**src/rtl/slip_cnt_pkg.sv**
```systemverilog
// Shared Slipstream counter encodings: count direction and terminal-count mode.
package slip_cnt_pkg;

  typedef enum logic {
    DIR_DOWN = 1'b0,
    DIR_UP   = 1'b1
  } dir_e;

  typedef enum logic {
    MODE_WRAP   = 1'b0,
    MODE_RELOAD = 1'b1
  } mode_e;

endpackage : slip_cnt_pkg

```
**src/rtl/m_CLKEDGE.sv**
```systemverilog
// Rising-edge detector for a logical clock sampled in the MasterClock domain.
module m_CLKEDGE (
  input  logic MasterClock,
  input  logic RESET,
  input  logic CLK,
  output logic TICK
);

  logic clk_q;
  logic clk_d;

  assign clk_d = CLK;

  // History resets high so a CLK already high at reset release yields no tick.
  always_ff @(posedge MasterClock) begin
    if (RESET) begin
      clk_q <= 1'b1;
    end else begin
      clk_q <= clk_d;
    end
  end

  assign TICK = CLK & ~clk_q;

endmodule : m_CLKEDGE

```
**src/rtl/syncnt_wide.sv**
```systemverilog
// Wide synchronous up/down counter with load, clear, auto-reload and cascade carry,
// advanced by rising edges of CLK sampled in the MasterClock domain.
module syncnt_wide
  import slip_cnt_pkg::*;
#(
  parameter int                 WIDTH     = 8,
  parameter logic [WIDTH-1:0]   RESET_VAL = '0
) (
  input  logic             MasterClock,
  input  logic             RESET,
  input  logic             CLK,
  input  logic             CLR,
  input  logic             LDL,
  input  logic             CI,
  input  logic             UP,
  input  logic             AUTO,
  input  logic [WIDTH-1:0] D,
  output logic [WIDTH-1:0] Q,
  output logic [WIDTH-1:0] QB,
  output logic             CO,
  output logic             TC
);

  localparam logic [WIDTH-1:0] ONE  = {{(WIDTH-1){1'b0}}, 1'b1};
  localparam logic [WIDTH-1:0] ZERO = {WIDTH{1'b0}};

  logic             tick_s;
  logic             term_s;
  logic [WIDTH-1:0] q_q;
  logic [WIDTH-1:0] q_d;
  logic             tc_q;
  logic             tc_d;

  m_CLKEDGE u_clkedge (
    .MasterClock (MasterClock),
    .RESET       (RESET),
    .CLK         (CLK),
    .TICK        (tick_s)
  );

  assign term_s = (UP == DIR_UP) ? (&q_q) : (q_q == ZERO);

  // Next-state: clear beats load beats count; only the count path raises TC.
  always_comb begin
    q_d  = q_q;
    tc_d = 1'b0;
    if (tick_s) begin
      if (CLR) begin
        q_d = RESET_VAL;
      end else if (!LDL) begin
        q_d = D;
      end else if (CI) begin
        tc_d = term_s;
        if ((AUTO == MODE_RELOAD) && term_s) begin
          q_d = D;
        end else if (UP == DIR_UP) begin
          q_d = q_q + ONE;
        end else begin
          q_d = q_q - ONE;
        end
      end else begin
        q_d = q_q;
      end
    end else begin
      q_d = q_q;
    end
  end

  // Count and terminal-count registers.
  always_ff @(posedge MasterClock) begin
    if (RESET) begin
      q_q  <= RESET_VAL;
      tc_q <= 1'b0;
    end else begin
      q_q  <= q_d;
      tc_q <= tc_d;
    end
  end

  assign Q  = q_q;
  assign QB = ~q_q;
  assign TC = tc_q;
  // Combinational on purpose: lets a higher stage see the enable within the same tick.
  assign CO = CI & term_s;

endmodule : syncnt_wide

```
**config.mk**
```make
export PLATFORM = sky130hd
export DESIGN_NAME = syncnt_wide
export DESIGN_NICKNAME = d
export VERILOG_FILES = /design/src/rtl/slip_cnt_pkg.sv /design/src/rtl/m_CLKEDGE.sv /design/src/rtl/syncnt_wide.sv
export SDC_FILE = /design/constraint.sdc
export NUM_CORES = 1
export LEC_CHECK = 0
export BUFFER_PORTS_ARGS = -buffer_cell sky130_fd_sc_hd__buf_2
export CAP_MARGIN = 20
export CORE_MARGIN = 2
export CORE_UTILIZATION = 51
export DETAILED_ROUTE_END_ITERATION = 8
export PLACE_DENSITY = 0.84
export SYNTH_ARGS = -nofsm -noshare
export SYNTH_HDL_FRONTEND = slang
export SYNTH_HIERARCHICAL = 1
export SYNTH_SLANG_ARGS = --single-unit
```
**constraint.sdc**
```tcl
create_clock -name MasterClock -period 5.3 [get_ports MasterClock]
set_input_delay 0.265 -clock MasterClock [delete_from_list [all_inputs] [get_ports MasterClock]]
set_output_delay 0.265 -clock MasterClock [all_outputs]
set_load 0.01 [all_outputs]
```
### Yosys cells after proc, flatten, opt, wreduce, memory -nomap -nowiden

Cells that the tools add are included.

* output and inout bits: 18
* register bits: 10

* add/subtract/negate cells: 2
* equal/unequal tests: 1
* bitwise logic cells: 7
* reductions and logical operators: 5
* muxes and demuxes: 6

Operators by type and width (count)
* 8-bit 2-to-1 mux: 5
* 8-bit by 1-bit adder with 8-bit output (second input constant): 1
* 8-bit zero test: 1
* 8-bit inverter: 1
* 8-bit AND reduction: 1
* 8-bit by 1-bit subtractor with 8-bit output (second input constant): 1
* 5-bit OR reduction: 1
* 1-bit inverter: 4
* 3-bit != test (second input constant): 1
* 1-bit AND: 2
* 2-bit AND reduction: 1
* 1-bit logical AND: 1
* 1-bit 2-to-1 mux: 1

### Logic depth before layout (Yosys ltp)

Gate-level depths: netlist of the first run.

* depth in word-level cells: 7
* gate-level depth with buffers: 7
* mapped depth without buffers: 7

### Hierarchy

The synthesis of the first run kept the hierarchy.

By module, submodules not included
* syncnt_wide: sequential area each 180.2 µm², cells an instance 103, times used 1, area each 815.8 µm²
* m_CLKEDGE: sequential area each 20.0 µm², cells an instance 3, times used 1, area each 32.5 µm²

### Worst setup path before layout of the first run

No wires, ideal clock.

* kind: register -> register
* start point: reg q_q[0], in the netlist Q[0]
* end point: reg q_q[6], in the netlist Q[6]
* cell stages (with the launch flop): 8
* buffers on the path: 0
* setup slack: 3.458 ns
* clock period less this slack: 1.842 ns
* data arrival time: 1.725 ns
* cells stage by stage: dfxtp_1 inv_1 fa_1 nor2b_1 o31a_1 mux2i_1 a211o_1 nand2_1

* word-level cells in the longest chain between the ends: 7
* elaborated cells between the ends (all ways): 11
* classes of those cells: 2 x add/sub; 6 x mux; 3 x reduce/logical

Ends and longest elaborated chain
* from (decl): line syncnt_wide.sv:29 `logic [WIDTH-1:0] q_q;`
* from (signal assigned): line syncnt_wide.sv:75 `q_q <= q_d;`
* parallel branches: the longest is 3 deep, another holds 8-bit by 1-bit subtractor with 8-bit output
* 8-bit 2-to-1 mux *: line syncnt_wide.sv:54 `if ((AUTO == MODE_RELOAD) && term_s) begin`
* 8-bit 2-to-1 mux *: line syncnt_wide.sv:52 `end else if (CI) begin`
* 8-bit 2-to-1 mux *: line syncnt_wide.sv:50 `end else if (!LDL) begin`
* 8-bit 2-to-1 mux *: line syncnt_wide.sv:48 `if (CLR) begin`

Mark *: on every way between the ends. The select of a mux whose other input is x is not followed.
A chain may end at the register's enable or synchronous reset.

### Final worst setup path of the first run

* start point: reg q_q[4], in the netlist Q[4]
* end point: out CO

* word-level cells in the longest chain between the ends: 3
* elaborated cells between the ends (all ways): 4
* classes of those cells: 1 x mux; 1 x bitwise; 2 x reduce/logical

Ends and longest elaborated chain
* 8-bit zero test / 8-bit AND reduction (equally long branches): line syncnt_wide.sv:41 `assign term_s = (UP == DIR_UP) ? (&q_q) : (q_q == ZERO);`
* 1-bit 2-to-1 mux *: line syncnt_wide.sv:41
* 1-bit AND *: line syncnt_wide.sv:84 `assign CO = CI & term_s;`
* to (decl): line syncnt_wide.sv:20 `output logic CO,`

Every way passes the cells marked *; elsewhere a longest branch is shown, timed or not.

==> impl_metrics.yaml, run 1 <==
pwr:
  p_leak_nw: 0.463
  ir_drop_uv: 94.1
  p_int_w: 0.000124
  p_per_area_nw_per_um2: 173
  switchingPower_w: 0.0000561
  seq_power_share: 0.443
  p_clk_frac: 0.294
  combPwrFrac: 0.263
  p_total_w: 0.000180
  switching_share: 0.311
place:
  detailedPlace.worstSlack_ns: 3.28
  numPortBuffers: 33
  gp_congestion: 0.878
  hpwlAfterDp_um: 1740
  placed_cell_area_um2: 1020
yosys:
  synth.avg_cell_area_um2: 8.00
  syn-num-nets: 129
  yosysWarnings: 6
  ys_async_sr_fraction: 0
  synth-seq-cells: 10
  synthFlopType: "dfxtp_1"
  seq_area_frac_synth: 0.236
  netlist_area_um2: 848
  ys_types: 38
  synth_edf_count: 0
  synth_cells: 106
clock_tree:
  cts_buffer_depth: 2
  clk_latency_ns: 0.27
  cts_hold_buf: 0
  cts_tree: "yes"
  cts_sinks: 10
  htree_levels: 1
  cts_resized: 0
  post_cts_buffers: 0
  path_clk_slew_ns: 0.07
  clockRootBuffer: "clkbuf_4"
  cts_inserted_buffers: 3
timing:
  finalSetupTns_ns: 0
  final_hold_viol_count: 0
  layout_setup_ws_ns: 3.28
  period_minus_slack_ns: 2.02
  fin_crit_sh: 0.381
  fin_worst_skew_ns: 0.00240
  drv_slew: 0
  fmax_mhz: 495
  relSlewSlack: 0.570
  setup_violations: 0
  rsz0062_at_grt: "false"
  tightestPinTransition_ns: 0.642
floorplan:
  io_pins: 34
  die_h_um: 44.8
  die_x_um: 44.8
  start_util: 0.550
  rows: 14
  dieArea_um2: 2010
  core_area_um2: 1540
critical_path:
  crit_chain: "nor4_1 > nand3_1 > o41ai_1 > and2_1 > buf_2"
  path_max_fanout: 6
  critPathRequiredTime_ns: 5.04
  crit_end: "CO"
  r2r_cells: 7
  start_kind: "register"
  slowest_delay_ns: 0.38
  crit_path_end_kind: "primary output"
  cpLargestDelayFamily: "simple AND/OR/NAND/NOR gates"
  timing.critical_path.buf_inv: 1
  r2r_slack_ns: 3.32
  criticalPathCategory: "reg -> out"
  crit_arrival_ns: 1.75
  r2r_start: "Q[0]$_SDFFE_PP0P_"
  critPathSlowestCell: "nor4_1"
  cp-startpoint: "Q[4]$_SDFFE_PP0P_"
  path_depth: 5
  rr_endpoint: "Q[6]$_SDFFE_PP0P_"
global_route:
  grt_use_met2: 0.400
  grt_use_total: 0.239
  grt_util_met1: 0.290
  use_met3: 0.0160
  grt_pass1_wl_um: 3520
  grt_pass1_vias: 822
  antenna_found_initial: 0
  grt_max_degree: 13
  grt-ovfl-total: 0
  gr-max-usage-layer: "met2"
status:
  outcome: "completed"
detailed_routing:
  drtAntennaViolNets: 0
  first_pass_iters: 5
  first_iter_violations: 32
  viasPerCell: 6.09
  drc_errors: 0
  vias: 950
  wl_um: 2240
  post_drt_wl_per_cell_um: 14.4
final_layout:
  layout_common_cells: "33 x buf_2, 11 x inv_1, 10 x dfxtp_1, 10 x nand2_1"
  fin_area_um2: 1040
  syn_to_final_growth_pct: 22.7
  mostFrequentLayoutCell: "buf_2"
  n_antenna_cell: 0
  drive_above_1_share: 0.300
  fill_cells: 130
  final_nets: 165
flow_run:
  maxCapViolCount: 0
hold_path:
  hp-class: "in -> reg"
[worst min path at each step]
stage / to / start / depth (start not counted) / slack, ns
after CTS: u_clkedge/clk_q$_SDFF_PP1_ / CLK / 2 / 0.19
after detailed placement: u_clkedge/clk_q$_SDFF_PP1_ / CLK / 2 / 0.46
after floorplan: Q[0]$_SDFFE_PP0P_ / RESET / 1 / 0.33
after global placement: u_clkedge/clk_q$_SDFF_PP1_ / CLK / 2 / 0.45
after global routing: u_clkedge/clk_q$_SDFF_PP1_ / CLK / 2 / 0.19
final: u_clkedge/clk_q$_SDFF_PP1_ / CLK / 2 / 0.19
[layout make-up]
class,count,area (µm²),share of cell area
Multi-Input combinational cell,83,592,0.569
Sequential cell,10,200,0.192
Timing Repair Buffer,33,165,0.159
Inverter,11,41.3,0.0397
Clock buffer,3,22.5,0.0216
Tap cell,16,20.0,0.0192
[routing by layer]
| metal | vias up | routed length [µm] |
|---|---|---|
| met4 | 0 | 68 |
| li1 | 449 | - |
| met5 | - | 0 |
| met2 | 54 | 1040 |
| met1 | 438 | 972 |
| met3 | 9 | 155 |
[state kept, by name (all words and copies together), names as in the netlist]
name             flops
Q                    8
TC                   1
u_clkedge/clk_q      1
[power groups by stage]
stage	clock network (W)	registers, W	logic [W]
2_1_floorplan	0	0.0000817	0.0000312
3_3_place_gp	0	0.0000814	0.0000453
3_5_place_dp	0	0.0000815	0.0000469
4_1_cts	0.0000531	0.0000798	0.0000472
5_1_grt	0.0000573	0.0000801	0.0000524
6_report	0.0000529	0.0000798	0.0000475
[stage by stage]
stage	utilization	cells	hold slack [ns]
final	0.675	156	0.185
after global routing	0.675	156	0.187
after CTS	0.675	156	0.187
after detailed placement	0.661	153	0.460
after global placement	0.661	153	0.455
after floorplan	-	106	0.334
[cells by family (layout without fill, tap and decap cells)]
| kind of cell | Yosys count | in the layout | synth area share |
|---|---|---|---|
| xor+xnor | 4 | 4 | 0.0413 |
| simple gates | 41 | 41 | 0.254 |
| buf+inv | 13 | 47 | 0.0664 |
| compound gates | 26 | 26 | 0.232 |
| flops | 10 | 10 | 0.236 |
| mux | 5 | 5 | 0.0590 |
| fa+ha+maj | 7 | 7 | 0.112 |
[worst register-to-register path: stages, from the launching register on]
cell and delay [ns]:
dfxtp_1 0.45, inv_1 0.14, fa_1 0.48, nor2b_1 0.22, o31a_1 0.20, mux2i_1 0.20
a211o_1 0.13, nand2_1 0.04
[Yosys cell counts, drive strengths merged, types with 3 or more instances]
cell,count,area share
a21oi,5,0.029
inv,11,0.049
or3,3,0.024
a32oi,3,0.031
nand2,10,0.044
dfxtp,10,0.24
nand4,3,0.022
nor2,6,0.027
nand3,4,0.024
mux2i,5,0.059
o21ai,6,0.035
nor2b,5,0.037
ha,6,0.088
o31ai,3,0.038
Note: power is estimated with default switching activity, not from simulation.
==> run 2: changes to the inputs <==
--- a/config.mk
+++ b/config.mk
@@ -8,9 +8,9 @@
 export BUFFER_PORTS_ARGS = -buffer_cell sky130_fd_sc_hd__buf_2
 export CAP_MARGIN = 20
 export CORE_MARGIN = 2
-export CORE_UTILIZATION = 51
+export CORE_UTILIZATION = 47
 export DETAILED_ROUTE_END_ITERATION = 8
-export PLACE_DENSITY = 0.84
+export PLACE_DENSITY = 0.78
 export SYNTH_ARGS = -nofsm -noshare
 export SYNTH_HDL_FRONTEND = slang
 export SYNTH_HIERARCHICAL = 1
==> constraint.sdc (replaced) <==
create_clock -name MasterClock -period 2.01 [get_ports MasterClock]
set_input_delay 0.1005 -clock MasterClock [delete_from_list [all_inputs] [get_ports MasterClock]]
set_output_delay 0.1005 -clock MasterClock [all_outputs]
set_load 0.01 [all_outputs]
==> impl_metrics.yaml, run 2 (synthesis gave the netlist of run 1 again) <==
hold_path:
  whs_path_depth: 2
  hp-class: "in -> reg"
  hold_path_startpoint: "CLK"
  min_to: "u_clkedge/clk_q$_SDFF_PP1_"
clock_tree:
  cts_hold_buf: 0
  cts_tree: "yes"
  clk_latency_ns: 0.27
  cts_buffer_depth: 2
  cts_inserted_buffers: 3
  cts_sinks: 10
  path_clk_slew_ns: 0.07
  clockRootBuffer: "clkbuf_4"
  htree_levels: 1
timing:
  final_hold_viol_count: 0
  fmax_mhz: 549
  fin_hold_ws_ns: 0.0237
  fin_worst_skew_ns: 0.00381
  fin_crit_sh: 0.906
  tightestPinTransition_ns: 0.617
  layout_setup_ws_ns: 0.189
  period_minus_slack_ns: 1.82
  drv_slew: 0
  finalSetupTns_ns: 0
  setup_violations: 0
  relSlewSlack: 0.588
  rsz0062_at_grt: "false"
pwr:
  ir_drop_uv: 284
  p_total_w: 0.000528
  p_per_area_nw_per_um2: 484
  p_leak_nw: 0.486
floorplan:
  io_pins: 34
  core_area_um2: 1710
  die_h_um: 46.5
  rows: 15
  die_x_um: 46.5
  dieArea_um2: 2160
  start_util: 0.497
detailed_routing:
  drc_errors: 0
  first_pass_iters: 4
  post_drt_wl_per_cell_um: 13.2
  vias: 937
  viasPerCell: 5.54
  first_iter_violations: 19
  wl_um: 2240
  drtAntennaViolNets: 0
place:
  hpwlAfterDp_um: 1770
  place_inst: 165
  detailedPlace.worstSlack_ns: 0.128
  gp_congestion: 0.921
  numPortBuffers: 33
final_layout:
  n_antenna_cell: 0
  largest_reg_flops: 8
  finalNonFillerCells: 169
  mostFrequentLayoutCell: "buf_2"
  layout_common_cells: "33 x buf_2, 11 x inv_1, 10 x nand2_1"
  syn_to_final_growth_pct: 28.5
  fill_cells: 169
  drive_above_1_share: 0.326
  final_nets: 168
critical_path:
  cpLargestDelayFamily: "adder cells"
  critPathSlowestCell: "fa_1"
  critPathRequiredTime_ns: 2.18
  start_kind: "register"
  slowest_delay_ns: 0.45
  crit_chain: "inv_1 > fa_1 > nor2b_1 > o31a_1 > mux2i_1 > a211o_1 > nand2_1"
  crit_path_end_kind: "register"
  crit_arrival_ns: 1.99
  r2r_cells: 7
  timing.critical_path.buf_inv: 1
  r2r_slack_ns: 0.19
  criticalPathCategory: "reg -> reg"
  r2r_start: "Q[1]$_SDFFE_PP0P_"
  rr_endpoint: "Q[6]$_SDFFE_PP0P_"
  path_max_fanout: 7
global_route:
  grt_max_degree: 9
  grt-ovfl-total: 0
  antenna_found_initial: 0
  grt_pass1_vias: 782
  grt_pass1_wl_um: 3500
  grt_use_total: 0.223
flow_run:
  maxCapViolCount: 0
status:
  outcome: "completed"
## run 2: cell count changes in the layout (fill, tap and decap cells not counted), sizes merged
| cell | before | now |
|---|---|---|
| buf | 33 | 36 |
| clkbuf | 3 | 4 |
## run 2: metrics by stage
stage | util | area, µm²
5_1_grt | 0.638 | 1090
2_1_floorplan | - | 848
6_report | 0.638 | 1090
3_3_place_gp | 0.616 | 1050
3_5_place_dp | 0.616 | 1050
4_1_cts | 0.637 | 1090
## run 2: layer usage
layer  track usage  vias to the layer above  wire length, µm
met5             0                        -                0
li1              -                      464                -
met4        0.0686                        0               22
met2         0.367                       40             1000
met3        0.0235                        4              152
met1         0.302                      429             1060
## run 2: layout make-up
class | instances | area (µm²) | share of cell area
inverters | 11 | 41.3 | 0.0379
clock buffers | 4 | 36.3 | 0.0333
repair buffers | 36 | 188 | 0.172
well taps | 25 | 31.3 | 0.0287
multi-input cells | 83 | 592 | 0.543
flip-flops and latches | 10 | 201 | 0.185
## run 2: timing repair
action	CTS	global route
endpoints found under the setup margin	0	1
resized for setup	0	1
setup buffers	0	0
## run 2: worst reg2reg max path, stage by stage, from the launching register on
cell and delay, ns:
dfxtp_2 0.39, inv_1 0.10, fa_1 0.45, nor2b_1 0.19
o31a_1 0.19, mux2i_1 0.20, a211o_1 0.15, nand2_1 0.05
## run 2: how the worst max path moves through the flow
stage | end | startpoint | slack (ns) | cells past startpoint
after floorplan | Q[6]$_SDFFE_PP0P_ | Q[0]$_SDFFE_PP0P_ | 0.17 | 7
after global placement | Q[6]$_SDFFE_PP0P_ | Q[1]$_SDFFE_PP0P_ | 0.17 | 7
after detailed placement | Q[6]$_SDFFE_PP0P_ | Q[1]$_SDFFE_PP0P_ | 0.13 | 7
after CTS | Q[6]$_SDFFE_PP0P_ | Q[1]$_SDFFE_PP0P_ | 0.11 | 7
after global routing | Q[6]$_SDFFE_PP0P_ | Q[1]$_SDFFE_PP0P_ | 0.07 | 7
final | Q[6]$_SDFFE_PP0P_ | Q[1]$_SDFFE_PP0P_ | 0.19 | 7
## run 2: where the power goes
part | switching [W] | internal, W
combinational | 0.0000713 | 0.0000596
sequential | 0.00000637 | 0.000203
clock | 0.0000773 | 0.000110
total | 0.000155 | 0.000373
